### src/rtl/data_mem_arbiter.sv
// -----------------------------------------------------------------------------
// data_mem_arbiter
//
// Purpose:
//   Shares the single-ported data memory between execute-stage loads and
//   committed-store drains coming from the store buffer. At most one access is
//   granted per cycle.
//
//   Loads normally win over stores, because a load sits on the critical path of
//   the pipeline. A store wins when any of the following holds:
//     - the store buffer raises its urgency hint;
//     - the store has lost STARVE_LIMIT consecutive arbitration cycles;
//     - no load is requesting;
//     - a flush is in progress (loads are not accepted then).
//
//   Load data comes back one cycle after the grant, together with the tag of
//   the load. A flush in the response cycle kills the response.
//
// Ports:
//   clk_i, reset_i          clock, synchronous active-high reset
//   ld_v_i/ld_addr_i/ld_tag_i   load request (valid, address, tag)
//   ld_ready_o              load granted this cycle
//   ld_rsp_v_o/_tag_o/_data_o   load response, one cycle after the grant
//   st_v_i/st_addr_i/st_data_i  store-drain request from the store buffer head
//   st_urgent_i             store buffer near full; the store takes priority
//   st_ready_o              store granted this cycle
//   flush_i                 ROB mispredict; blocks new loads, kills responses
//   mem_v_o/mem_w_o/mem_addr_o/mem_data_o  memory request (1 = write)
//   mem_r_data_i            memory read data, valid the cycle after a read
// -----------------------------------------------------------------------------
module data_mem_arbiter #(
    parameter int WORD_SIZE_P  = 16,
    parameter int LD_TAG_W     = 4,
    parameter int STARVE_LIMIT = 4
) (
    input  logic                   clk_i,
    input  logic                   reset_i,

    input  logic                   ld_v_i,
    input  logic [WORD_SIZE_P-1:0] ld_addr_i,
    input  logic [LD_TAG_W-1:0]    ld_tag_i,
    output logic                   ld_ready_o,
    output logic                   ld_rsp_v_o,
    output logic [LD_TAG_W-1:0]    ld_rsp_tag_o,
    output logic [WORD_SIZE_P-1:0] ld_rsp_data_o,

    input  logic                   st_v_i,
    input  logic [WORD_SIZE_P-1:0] st_addr_i,
    input  logic [WORD_SIZE_P-1:0] st_data_i,
    input  logic                   st_urgent_i,
    output logic                   st_ready_o,

    input  logic                   flush_i,

    output logic                   mem_v_o,
    output logic                   mem_w_o,
    output logic [WORD_SIZE_P-1:0] mem_addr_o,
    output logic [WORD_SIZE_P-1:0] mem_data_o,
    input  logic [WORD_SIZE_P-1:0] mem_r_data_i
);

    localparam int                    STARVE_W   = $clog2(STARVE_LIMIT + 1);
    localparam logic [STARVE_W-1:0]   STARVE_MAX = STARVE_W'(STARVE_LIMIT);

    // State
    logic [STARVE_W-1:0]  r_starve;
    logic                 r_rsp_v;
    logic [LD_TAG_W-1:0]  r_rsp_tag;

    // Arbitration
    logic w_starved;
    logic w_st_win;
    logic w_st_gnt;
    logic w_ld_gnt;
    logic w_rsp_v;

    assign w_starved = (r_starve == STARVE_MAX);

    // Stores win while a flush is active: loads cannot be accepted then, so
    // the free slot goes to the committed store.
    assign w_st_win = st_v_i & (st_urgent_i | w_starved | ~ld_v_i | flush_i);

    // Both grants are suppressed while reset is held.
    assign w_st_gnt = w_st_win & ~reset_i;
    assign w_ld_gnt = ld_v_i & ~w_st_win & ~flush_i & ~reset_i;

    assign st_ready_o = w_st_gnt;
    assign ld_ready_o = w_ld_gnt;

    // Memory port: the bus is driven to all-zero when idle. Loads do not
    // use the write-data lines, so those lines stay at zero during a read.
    always_comb begin
        mem_v_o    = 1'b0;
        mem_w_o    = 1'b0;
        mem_addr_o = '0;
        mem_data_o = '0;
        if (w_st_gnt) begin
            mem_v_o    = 1'b1;
            mem_w_o    = 1'b1;
            mem_addr_o = st_addr_i;
            mem_data_o = st_data_i;
        end else if (w_ld_gnt) begin
            mem_v_o    = 1'b1;
            mem_addr_o = ld_addr_i;
        end
    end

    // Starvation counter and response pipeline.
    // The counter is not cleared by a flush. A flush already forces the
    // store to win, so the counter clears through the grant path anyway.
    always_ff @(posedge clk_i) begin
        if (reset_i) begin
            r_starve  <= '0;
            r_rsp_v   <= 1'b0;
            r_rsp_tag <= '0;
        end else begin
            if (!st_v_i || w_st_gnt) begin
                r_starve <= '0;
            end else if (!w_starved) begin
                r_starve <= r_starve + STARVE_W'(1);
            end
            r_rsp_v   <= w_ld_gnt;
            r_rsp_tag <= ld_tag_i;
        end
    end

    // A response in flight is killed by a flush in its return cycle.
    // It is also killed by reset, so that all outputs read zero while
    // reset is held. Tag and data are gated to zero when no response is
    // valid.
    assign w_rsp_v       = r_rsp_v & ~flush_i & ~reset_i;
    assign ld_rsp_v_o    = w_rsp_v;
    assign ld_rsp_tag_o  = w_rsp_v ? r_rsp_tag    : '0;
    assign ld_rsp_data_o = w_rsp_v ? mem_r_data_i : '0;

endmodule

### config.mk
export PLATFORM = sky130hd
export DESIGN_NAME = data_mem_arbiter
export DESIGN_NICKNAME = d
export VERILOG_FILES = /design/src/rtl/data_mem_arbiter.sv
export SDC_FILE = /design/constraint.sdc
export NUM_CORES = 1
export LEC_CHECK = 0
export CAP_MARGIN = 20
export CORE_ASPECT_RATIO = 1.2
export CORE_MARGIN = 10
export CORE_UTILIZATION = 24
export DETAILED_ROUTE_END_ITERATION = 8
export PLACE_DENSITY = 0.81
export SYNTH_ARGS = -nofsm -noshare
export SYNTH_HDL_FRONTEND = slang
export SYNTH_SLANG_ARGS = --single-unit
### constraint.sdc
create_clock -name clk_i -period 2.12 [get_ports clk_i]
set_clock_uncertainty 0.1 [all_clocks]
set_input_delay 0.424 -clock clk_i [delete_from_list [all_inputs] [get_ports clk_i]]
set_output_delay 0.424 -clock clk_i [all_outputs]
set_load 0.005 [all_outputs]
==> impl_results.md, run 1 <==
* Antenna violations before repair at 0
* GRT busiest layer: met2
* Slowest-stage cell, CP: dfxtp_2
* Max-Cap Viols at 0
* Tmin final at 2260 ps
* Nets at 359
* Final Max Tran Viols at 0
* Post-Syn Instances at 112
* P_sw at 0.000181 W
* Yosys warns at 0
* WL final at 7040 um
* Die area at a little under 7000 um2
* WHS at a little over 400 ps
* # fillers at 265
* Design Area, Final at 2700 um2
* Boundary Pins at 131
* Worst slew pin tran at 248 ps
* H-tree depth at 1
* Type of the worst min-delay path: reg2reg
* Area contributors post-synth: and2_1 24%, a32o_1 17%, dfxtp_1 17%
* Pleak at 1.29 nW
* Mean post-synth cell area at slightly above 8 um2
* Sequential-to-total area share from yosys stat at 0.173
* CP bufs+invs at 5
* CTS Buf Count at 3
* Vias in the first global route at 1741
* Synth cell types at 27
* Syn-to-layout area delta at 192%
* Register bit total from synthesis at 8
* Global-route wire length before repair at slightly above 10000 um
* Most used cell, CP: buf_6
* Asr flop ratio synth at 0
* PnR worst setup slack at -145 ps
* Startpoint type of the worst setup path: flip-flop
* Max Fanout on Critical Path at 4
* CP peak stage delay at 320 ps
* Dpl hpwl at 4470 um
* Final Setup Violations at 31
* RSZ-0062 raised after global routing: yes
* DR iter-0 viols at 45
* Normalized max-slew margin at 0.834
* Hold_buf cts at 0
* Synth top area share at 0.244
* Initial Utilization at 0.252
* Gpl congestion at 0.761
* Synth Cell Area at 925 um2
* Vias/cell at 4.70
* Switching share of total power at 0.251
* Final Util at 0.737
* CP Cell Sequence: inv_2 > ha_4 > a21oi_4 > a211oi_4 > buf_6 > buf_16 > buf_6 > and2_4 > buf_6
* Met3 usage at 0.0861
* Final Hold Fails at 0
* Finished Layout Cells at 333
* Worst-path clk slew at 40 ps
* Vias at around 1600
* Sequential share of power at 0.219
* Pint at 0.000540 W
* Drt first pass iters at 6
* Drt wl/cell at 21.1 um
* Antenna-violating nets left at 0
* Clock Tree Buf Depth at 2
* Period Utilization, post-route at 1.07
* FP Rows at 24
* Clock sink total at 8
* Largest net degree at the start of global routing at 12
* Cell Area, Placed at 2370 um2
* Die Width at 76.7 um
* Combinational share of power at 0.538
* Grt total ovfl at 0
* Inst Count DP at 301
* Buffers on Ports at 130
* Power Density at 267 nW/um2
* Clock Power Share at 0.243
* Kind of critical path: reg2out
* Leading area contributor after synthesis: and2_1
* Violations in the final reports: setup timing
* Residual DRC at 0
* Worst slack at placement at -565 ps
* CTS tree: yes
* Required time of the worst setup path at about 1600 ps
* Met2 GRT Util at 0.348
* Most used DFF post-synth: dfxtp_1
* Share of cells above drive strength 1 at 0.452
* Antenna Cells at 0
* Delay-heaviest family, CP: buffers and inverters
* Chip height at 88.0 um
* Peak VDD IR at 0.193 mV
* Skew-Pair Late Insertion Delay at roughly 220 ps
* Critical path endpoint category: output port
* CP Data Arrival Time at 1740 ps
* EDFF count, synth at 0
* Tot GR Track Use at 0.192
* Post-synth net total at 188
* FMAX at 442 MHz
* Clk root buf: clkbuf_8
* Core area at 3660 um2
* Met1 usage at 0.212
* Outcome: complete, but fails checks
==> cell type report <==
type | instances | area [um2] | share of cell area
Inverter | 3 | 11.3 | 0.00417
Timing Repair Buffer | 175 | 1610 | 0.596
Sequential cell | 8 | 163 | 0.0602
Tap cell | 52 | 65.1 | 0.0241
Clock buffer | 3 | 41.3 | 0.0153
Multi-Input combinational cell | 92 | 810 | 0.300
==> repair_timing <==
action / CTS / global route
buffers inserted: 24 / 5
resized for setup: 224 / 49
endpoints found under the setup margin: 57 / 45
cloned: 8 / 0
pin swaps: 26 / 10
==> cells by family after synthesis <==
family / count (synthesis) / share of synthesized area
fa+ha+maj: 2 / 0.0271
compound gates: 24 / 0.258
flops: 8 / 0.173
buf+inv: 13 / 0.0879
simple gates: 65 / 0.453
==> stage by stage <==
step / power (W) / setup TNS (ps)
2_1_floorplan: 0.000252 / 0
3_3_place_gp: 0.000487 / -28250
3_5_place_dp: 0.000491 / -28780
4_1_cts: 0.000725 / -2460
5_1_grt: 0.000755 / -3290
6_report: 0.000720 / -1330
==> routing by layer <==
layer  routed length, um  share of wire  vias to the layer above
li1                    -              -                      735
met1                2840           0.40                      732
met2                3530           0.50                       99
met3                 668          0.095                        0
met4                   0              0                        0
met5                   0              0                        -
==> worst register-to-register path: stages, from the launching register on <==
cell     delay (ps)
dfxtp_2         330
inv_2            50
ha_4            170
a21oi_4         210
buf_6           180
nand2_8          80
nor4_1          210
==> power groups by stage <==
stage                     clock [W]  sequential (W)  combinational [W]
after global placement            0        0.000160           0.000327
after CTS                  0.000176        0.000158           0.000391
after floorplan                   0        0.000159          0.0000924
final                      0.000175        0.000158           0.000388
after global routing       0.000185        0.000158           0.000413
after detailed placement          0        0.000160           0.000331
==> final timing paths <==
| path | slack, ps | cells past startpoint | from | end |
|---|---|---|---|---|
| setup / recovery | -140 | 9 | r_starve[1]$_SDFFE_PP0N_ | mem_data_o[14] |
| hold / removal | 410 | 2 | r_starve[0]$_SDFFE_PP0N_ | r_starve[0]$_SDFFE_PP0N_ |
| hold reg to reg | 410 | 2 | r_starve[0]$_SDFFE_PP0N_ | r_starve[0]$_SDFFE_PP0N_ |
| setup reg to reg | 700 | 6 | r_starve[1]$_SDFFE_PP0N_ | r_starve[2]$_SDFFE_PP0N_ |
==> sequential cells by signal, indices dropped and copies added (netlist names) <==
signal	count
r_rsp_tag	4
r_rsp_v	1
r_starve	3
==> synth_stat cells, drive strengths merged, types with 2 or more instances <==
| master | n |
|---|---|
| and2 | 36 |
| and2b | 4 |
| ha | 2 |
| nor2b | 17 |
| a21oi | 3 |
| nor4 | 2 |
| a211oi | 3 |
| dfxtp | 8 |
| a32o | 16 |
| clkbuf | 3 |
| buf | 7 |
| inv | 3 |
==> cell usage in the layout, fill, tap and decap left out, types with 2 or more instances in the layout <==
cell type / instances
a32o_1: 16
dfxtp_2: 2
buf_4: 24
buf_2: 27
and2_4: 17
clkdlybuf4s50_1: 68
buf_12: 2
nor4_1: 2
inv_2: 3
buf_6: 32
dfxtp_1: 6
nor2b_1: 17
and2_1: 19
clkbuf_2: 3
clkbuf_8: 3
clkdlybuf4s15_1: 3
and2b_1: 3
nand2_8: 2
a21oi_4: 2
dlygate4sd2_1: 13
Power figures use the tool's default switching activity.
==> run 2: changes to the inputs <==
==> constraint.sdc (replaced) <==
create_clock -name clk_i -period 2.12 [get_ports clk_i]
set_clock_uncertainty 0.1 [all_clocks]
set_input_delay 0.53 -clock clk_i [delete_from_list [all_inputs] [get_ports clk_i]]
set_output_delay 0.53 -clock clk_i [all_outputs]
set_load 0.005 [all_outputs]
==> run 2 against run 1 <==
The run still ends with setup timing left. Flip-flop and latch count unchanged. Maximum frequency increased by 1.9%. First-iteration DRC count increased by 20%.
==> impl_results.md, run 2 (synthesis gave the netlist of run 1 again) <==
* Outcome: complete, but fails checks
* Die Width at 76.7 um (unchanged)
* Share of cells above drive strength 1 at 0.513 (+0.0612)
* Peak VDD IR at 0.212 mV (+10%)
* Type of the worst min-delay path: reg2reg
* Pleak at 1.19 nW (-7.7%)
* DR iter-0 viols at 54 (+20%)
* Core area at 3660 um2 (unchanged)
* Inst Count DP at 301 (unchanged)
* Top routing layer used: met3
* Drt wl/cell at 20.1 um (-5.1%)
* Largest Register: r_rsp_tag
* Top Registers: r_rsp_tag (4), r_starve (3), r_rsp_v (1)
* FP Rows at 24 (unchanged)
* Worst slew pin tran at 284 ps (+35.9 ps)
* Final Setup Violations at 47 (+52%)
* Worst r2r src: r_starve[0]$_SDFFE_PP0N_
* Antenna-violating nets left at 0 (unchanged)
* Worst Reg2Reg Path Length in Cells at 5 (-1)
* WL met3 at 548 um (-18%)
* Tot GR Track Use at 0.165 (-0.0268)
* Syn-to-layout area delta at 181%
* Required time of the worst setup path at 1490 ps (-110 ps)
* Violations in the final reports: setup timing
* Final Max Tran Viols at 0 (unchanged)
* Met2 wire len at 3240 um (-8.1%)
* Final Hold Fails at 0 (unchanged)
* Antenna Cells at 0 (unchanged)
* Final Util at 0.709 (-0.0280)
* Kind of critical path: reg2out
* Initial Utilization at 0.252 (unchanged)
* Critical path endpoint category: output port
* Skew-Pair Late Insertion Delay at 220 ps (about the same)
* Global-route wire length before repair at 8980 um (-13%)
* Normalized max-slew margin at 0.811 (-0.0236)
* WL met1 at 2610 um (-8.1%)
* Drt first pass iters at 4 (-2)
* Most frequent cells in the layout: 68 x clkdlybuf4s50_1, 39 x buf_6, 30 x buf_2, 26 x and2_4
* Power Density at 265 nW/um2 (-0.53%)
* Max-Cap Viols at 0 (unchanged)
* CP Data Arrival Time at 1590 ps (-150 ps)
* Antenna violations before repair at 0 (unchanged)
* WHS Path Cells at 2 (unchanged)
* Tmin final at 2220 ps (-42.6 ps)
* Finished Layout Cells at 319 (-4.2%)
* Nets at 345 (-3.9%)
* WL final at 6400 um (-9.1%)
* Clock Tree Buf Depth at 2 (unchanged)
* # fillers at 277 (+4.5%)
* R2r setup slk at 720 ps (+20 ps)
* Vias at 1497 (-4.4%)
* WHS Endpoint: r_starve[0]$_SDFFE_PP0N_
* Die area at 6750 um2 (unchanged)
* FMAX at 450 MHz (+1.9%)
* PnR worst setup slack at -102 ps (+42.6 ps)
* Hold Path Origin: r_starve[0]$_SDFFE_PP0N_
* Residual DRC at 0 (unchanged)
* Hold_buf cts at 0 (unchanged)
* Max reg flops at 4 (unchanged)
* CTS Buf Count at 3 (unchanged)
* Startpoint type of the worst setup path: flip-flop
* Dpl hpwl at 4530 um (+1.2%)
* Commonest non-fill, non-tap cell in the layout: clkdlybuf4s50_1
* Worst-path clk slew at 40 ps (about the same)
* Buffers on Ports at 130 (unchanged)
* Boundary Pins at 131 (unchanged)
* Max Fanout on Critical Path at 18 (+14)
* Largest net degree at the start of global routing at 19 (+7)
* Gpl congestion at 0.764 (+0.47%)
* Vias in the first global route at 1596 (-8.3%)
* Overall power at 0.000689 W (-4.3%)
* CTS tree: yes
* H-tree depth at 1 (unchanged)
* Period Utilization, post-route at 1.05 (-0.0201)
* RSZ-0062 raised after global routing: yes
* RR Endpoint: r_starve[2]$_SDFFE_PP0N_
* Chip height at 88.0 um (unchanged)
* Clk root buf: clkbuf_8
* Vias/cell at 4.69 (-0.21%)
* Grt total ovfl at 0 (unchanged)
* Clock sink total at 8 (unchanged)
==> run 2: cell types whose count changed in the layout (fill, tap and decap cells not counted) <==
cell             delta
buf_8               -1
nand2_8             -1
clkdlybuf4s15_2     +1
buf_4               -7
buf_6               +7
clkdlybuf4s15_1     -2
buf_2               +3
and2_4              +9
dlymetal6s2s_1      -1
and2_1              -9
dlygate4sd2_1      -12
clkbuf_2            -1
==> run 2: final cells by class <==
class | count | area [um2] | area share
Clock buffer | 3 | 41.3 | 0.0159
Sequential cell | 8 | 163 | 0.0626
Multi-Input combinational cell | 91 | 812 | 0.313
Timing Repair Buffer | 162 | 1510 | 0.579
Inverter | 3 | 11.3 | 0.00434
Tap cell | 52 | 65.1 | 0.0250
==> run 2: worst max-delay path by stage <==
stage                              from        endpoint  slack [ps]  cells after the start
3_5_place_dp                    flush_i  mem_data_o[12]        -780                      6
4_1_cts        r_starve[1]$_SDFFE_PP0N_   mem_data_o[7]        -120                      8
2_1_floorplan  r_starve[0]$_SDFFE_PP0N_  mem_addr_o[10]         100                      6
5_1_grt        r_starve[0]$_SDFFE_PP0N_   mem_addr_o[7]        -180                      8
3_3_place_gp                st_urgent_i  mem_addr_o[15]        -770                      5
6_report       r_starve[0]$_SDFFE_PP0N_   mem_addr_o[6]        -100                      6
==> run 2: metal layers <==
metal	GRT usage	up-vias
met3	0.0707	0
met5	0	-
met1	0.183	699
li1	-	701
met2	0.304	97
met4	0.00508	0
==> run 2: power by group <==
group / internal, W / switching (W) / leakage, nW / total, W
combinational: 0.000238 / 0.000115 / 1.10 / 0.000353
clock: 0.000123 / 0.0000561 / 0.0216 / 0.000179
sequential: 0.000156 / 0.00000130 / 0.0667 / 0.000158
total: 0.000517 / 0.000172 / 1.19 / 0.000689
==> run 2: stage by stage <==
stage | cell area (um2) | setup WS [ps] | hold slack, ps | setup TNS (ps)
floorplan | 925 | 98.0 | 327 | 0
global route | 2600 | -181 | 429 | -6290
global placement | 2370 | -774 | 400 | -40310
finish | 2600 | -102 | 412 | -3360
detailed placement | 2370 | -779 | 413 | -41140
CTS | 2480 | -120 | 410 | -3300
==> run 2: worst max-delay path, cell delays in order, from the launching register on <==
cell,delay (ps)
dfxtp_2,330
inv_2,50
ha_4,170
a21oi_4,270
nand2_8,140
a32o_1,270
buf_2,130
==> run 2: timing repair <==
action,4_1_cts,5_1_grt
pin swaps,29,18
setup buffers,13,0
gates resized for setup,275,50
endpoints found under the setup margin,57,55
cloned,5,0
==> edit: new RTL, flow settings as in run 1 <==
Reset style: asynchronous (`reset_i`), changed in one clocked block. Comments in the files are not updated.
--- a/src/rtl/data_mem_arbiter.sv
+++ b/src/rtl/data_mem_arbiter.sv
@@ -108,7 +108,7 @@
     // Starvation counter and response pipeline.
     // The counter is not cleared by a flush. A flush already forces the
     // store to win, so the counter clears through the grant path anyway.
-    always_ff @(posedge clk_i) begin
+    always_ff @(posedge clk_i or posedge reset_i) begin
         if (reset_i) begin
             r_starve  <= '0;
             r_rsp_v   <= 1'b0;
Function: same outputs for any inputs over 10 cycles, from zero or initial values and one cycle with reset_i high; that may be too few to reach the edited logic, so the function may still have changed.
==> edit against run 1 <==
- the flow still finishes with violations (setup timing)
- area after synthesis grew 2.7%
- total power increased by 8.3%
- worst setup slack improved by 0.0074 ns
- sequential cell count stayed put
- routed wire length is 14% lower
- final area grew 8.7%
- die area grew 2.0%
- count of clock-buffer cells in the layout is the same
- critical path type unchanged
- largest cell class unchanged
- highest routed layer is now met4
==> edit: results <==
[layout]
multi_input_area_share_pct = 28.8
final_layout_size_suffix_gt1_share_pct = 44.7
multi_input_gates = 94
clock_area_share_pct = 1.41

[synthesis]
synth_xor_area_share_pct = 0.922
synth_ff_type = "dfrtp_1"
synth.area.top_cells = "and2_1, dfrtp_1, o32ai_1, inv_1, nand3_1"
synth_cell_types = 28
async_reset_ff_share_pct = 100
syn_area_per_cell_um2 = 7.25
synth_compound_area_share_pct = 22.3
syn_nets = 207

[power]
comb_power_uw = 445
peakVddDrop_uv = 400
p_sw_share_pct = 26.4
p_per_area_mw_per_mm2 = 266
p_leak_uw = 0.00140

[grt]
first_global_vias = 1645
grt_use_met2_pct = 29.9
grt_max_degree = 13
grtUsageTotal_pct = 15.1

[clock_tree]
cts_resized = 229

[timing]
setup-violations-final = 32
hold_slack_ns = 0.471
layout_setup_ws_ns = -0.138

[floorplan]
coreArea_mm2 = 0.00388

[place]
finalWeightedCongestion = 0.733
postPlaceCellArea_mm2 = 0.00240

[setup_path]
crit-reg2reg-capture = "r_starve[2]"
r2r_cells = 7
worstPathMaxFanout = 6
r2r_slack_ns = 0.42

[min_path]
hold_path.class = "in -> async"

[route]
dr_wl_met2_mm = 3.24
first_pass_iters = 4
post_drt_wl_per_cell_um = 17.0
routed.top_layer = "met4"
drt-met1-wl_mm = 2.33
met3WireLength_um = 376
viasPerCell = 4.47
initialDrtViolationCount = 32

[outcome]
violations = "setup timing"
status = "complete, but fails checks"
## edit: cell count changes after synthesis, moves of 3 or more
cell / delta
dfxtp_1: -8
nand2_1: +12
nor2_1: +3
nand3_1: +9
dfrtp_1: +8
inv_1: +17
a32o_1: -16
and2b_1: -3
nor2b_1: -16
o32ai_1: +16
## edit: worst max-delay path, cell delays in order, from the launching register on
cell and delay [ns]:
dfrtp_1 0.35, inv_2 0.05, ha_4 0.17, a21oi_4 0.19, buf_12 0.14, o21ai_4 0.09, buf_6 0.15, o32ai_2 0.20
buf_2 0.16
## edit: how the worst max path moves through the flow
stage / start / endpoint / slack (ns)
after detailed placement: st_urgent_i / mem_addr_o[5] / -0.68
after CTS: r_starve[1] / mem_addr_o[2] / -0.14
after floorplan: r_starve[0] / mem_addr_o[0] / 0.22
after global routing: r_starve[1] / mem_addr_o[2] / -0.21
final: r_starve[1] / mem_addr_o[13] / -0.14
after global placement: st_urgent_i / mem_addr_o[13] / -0.65
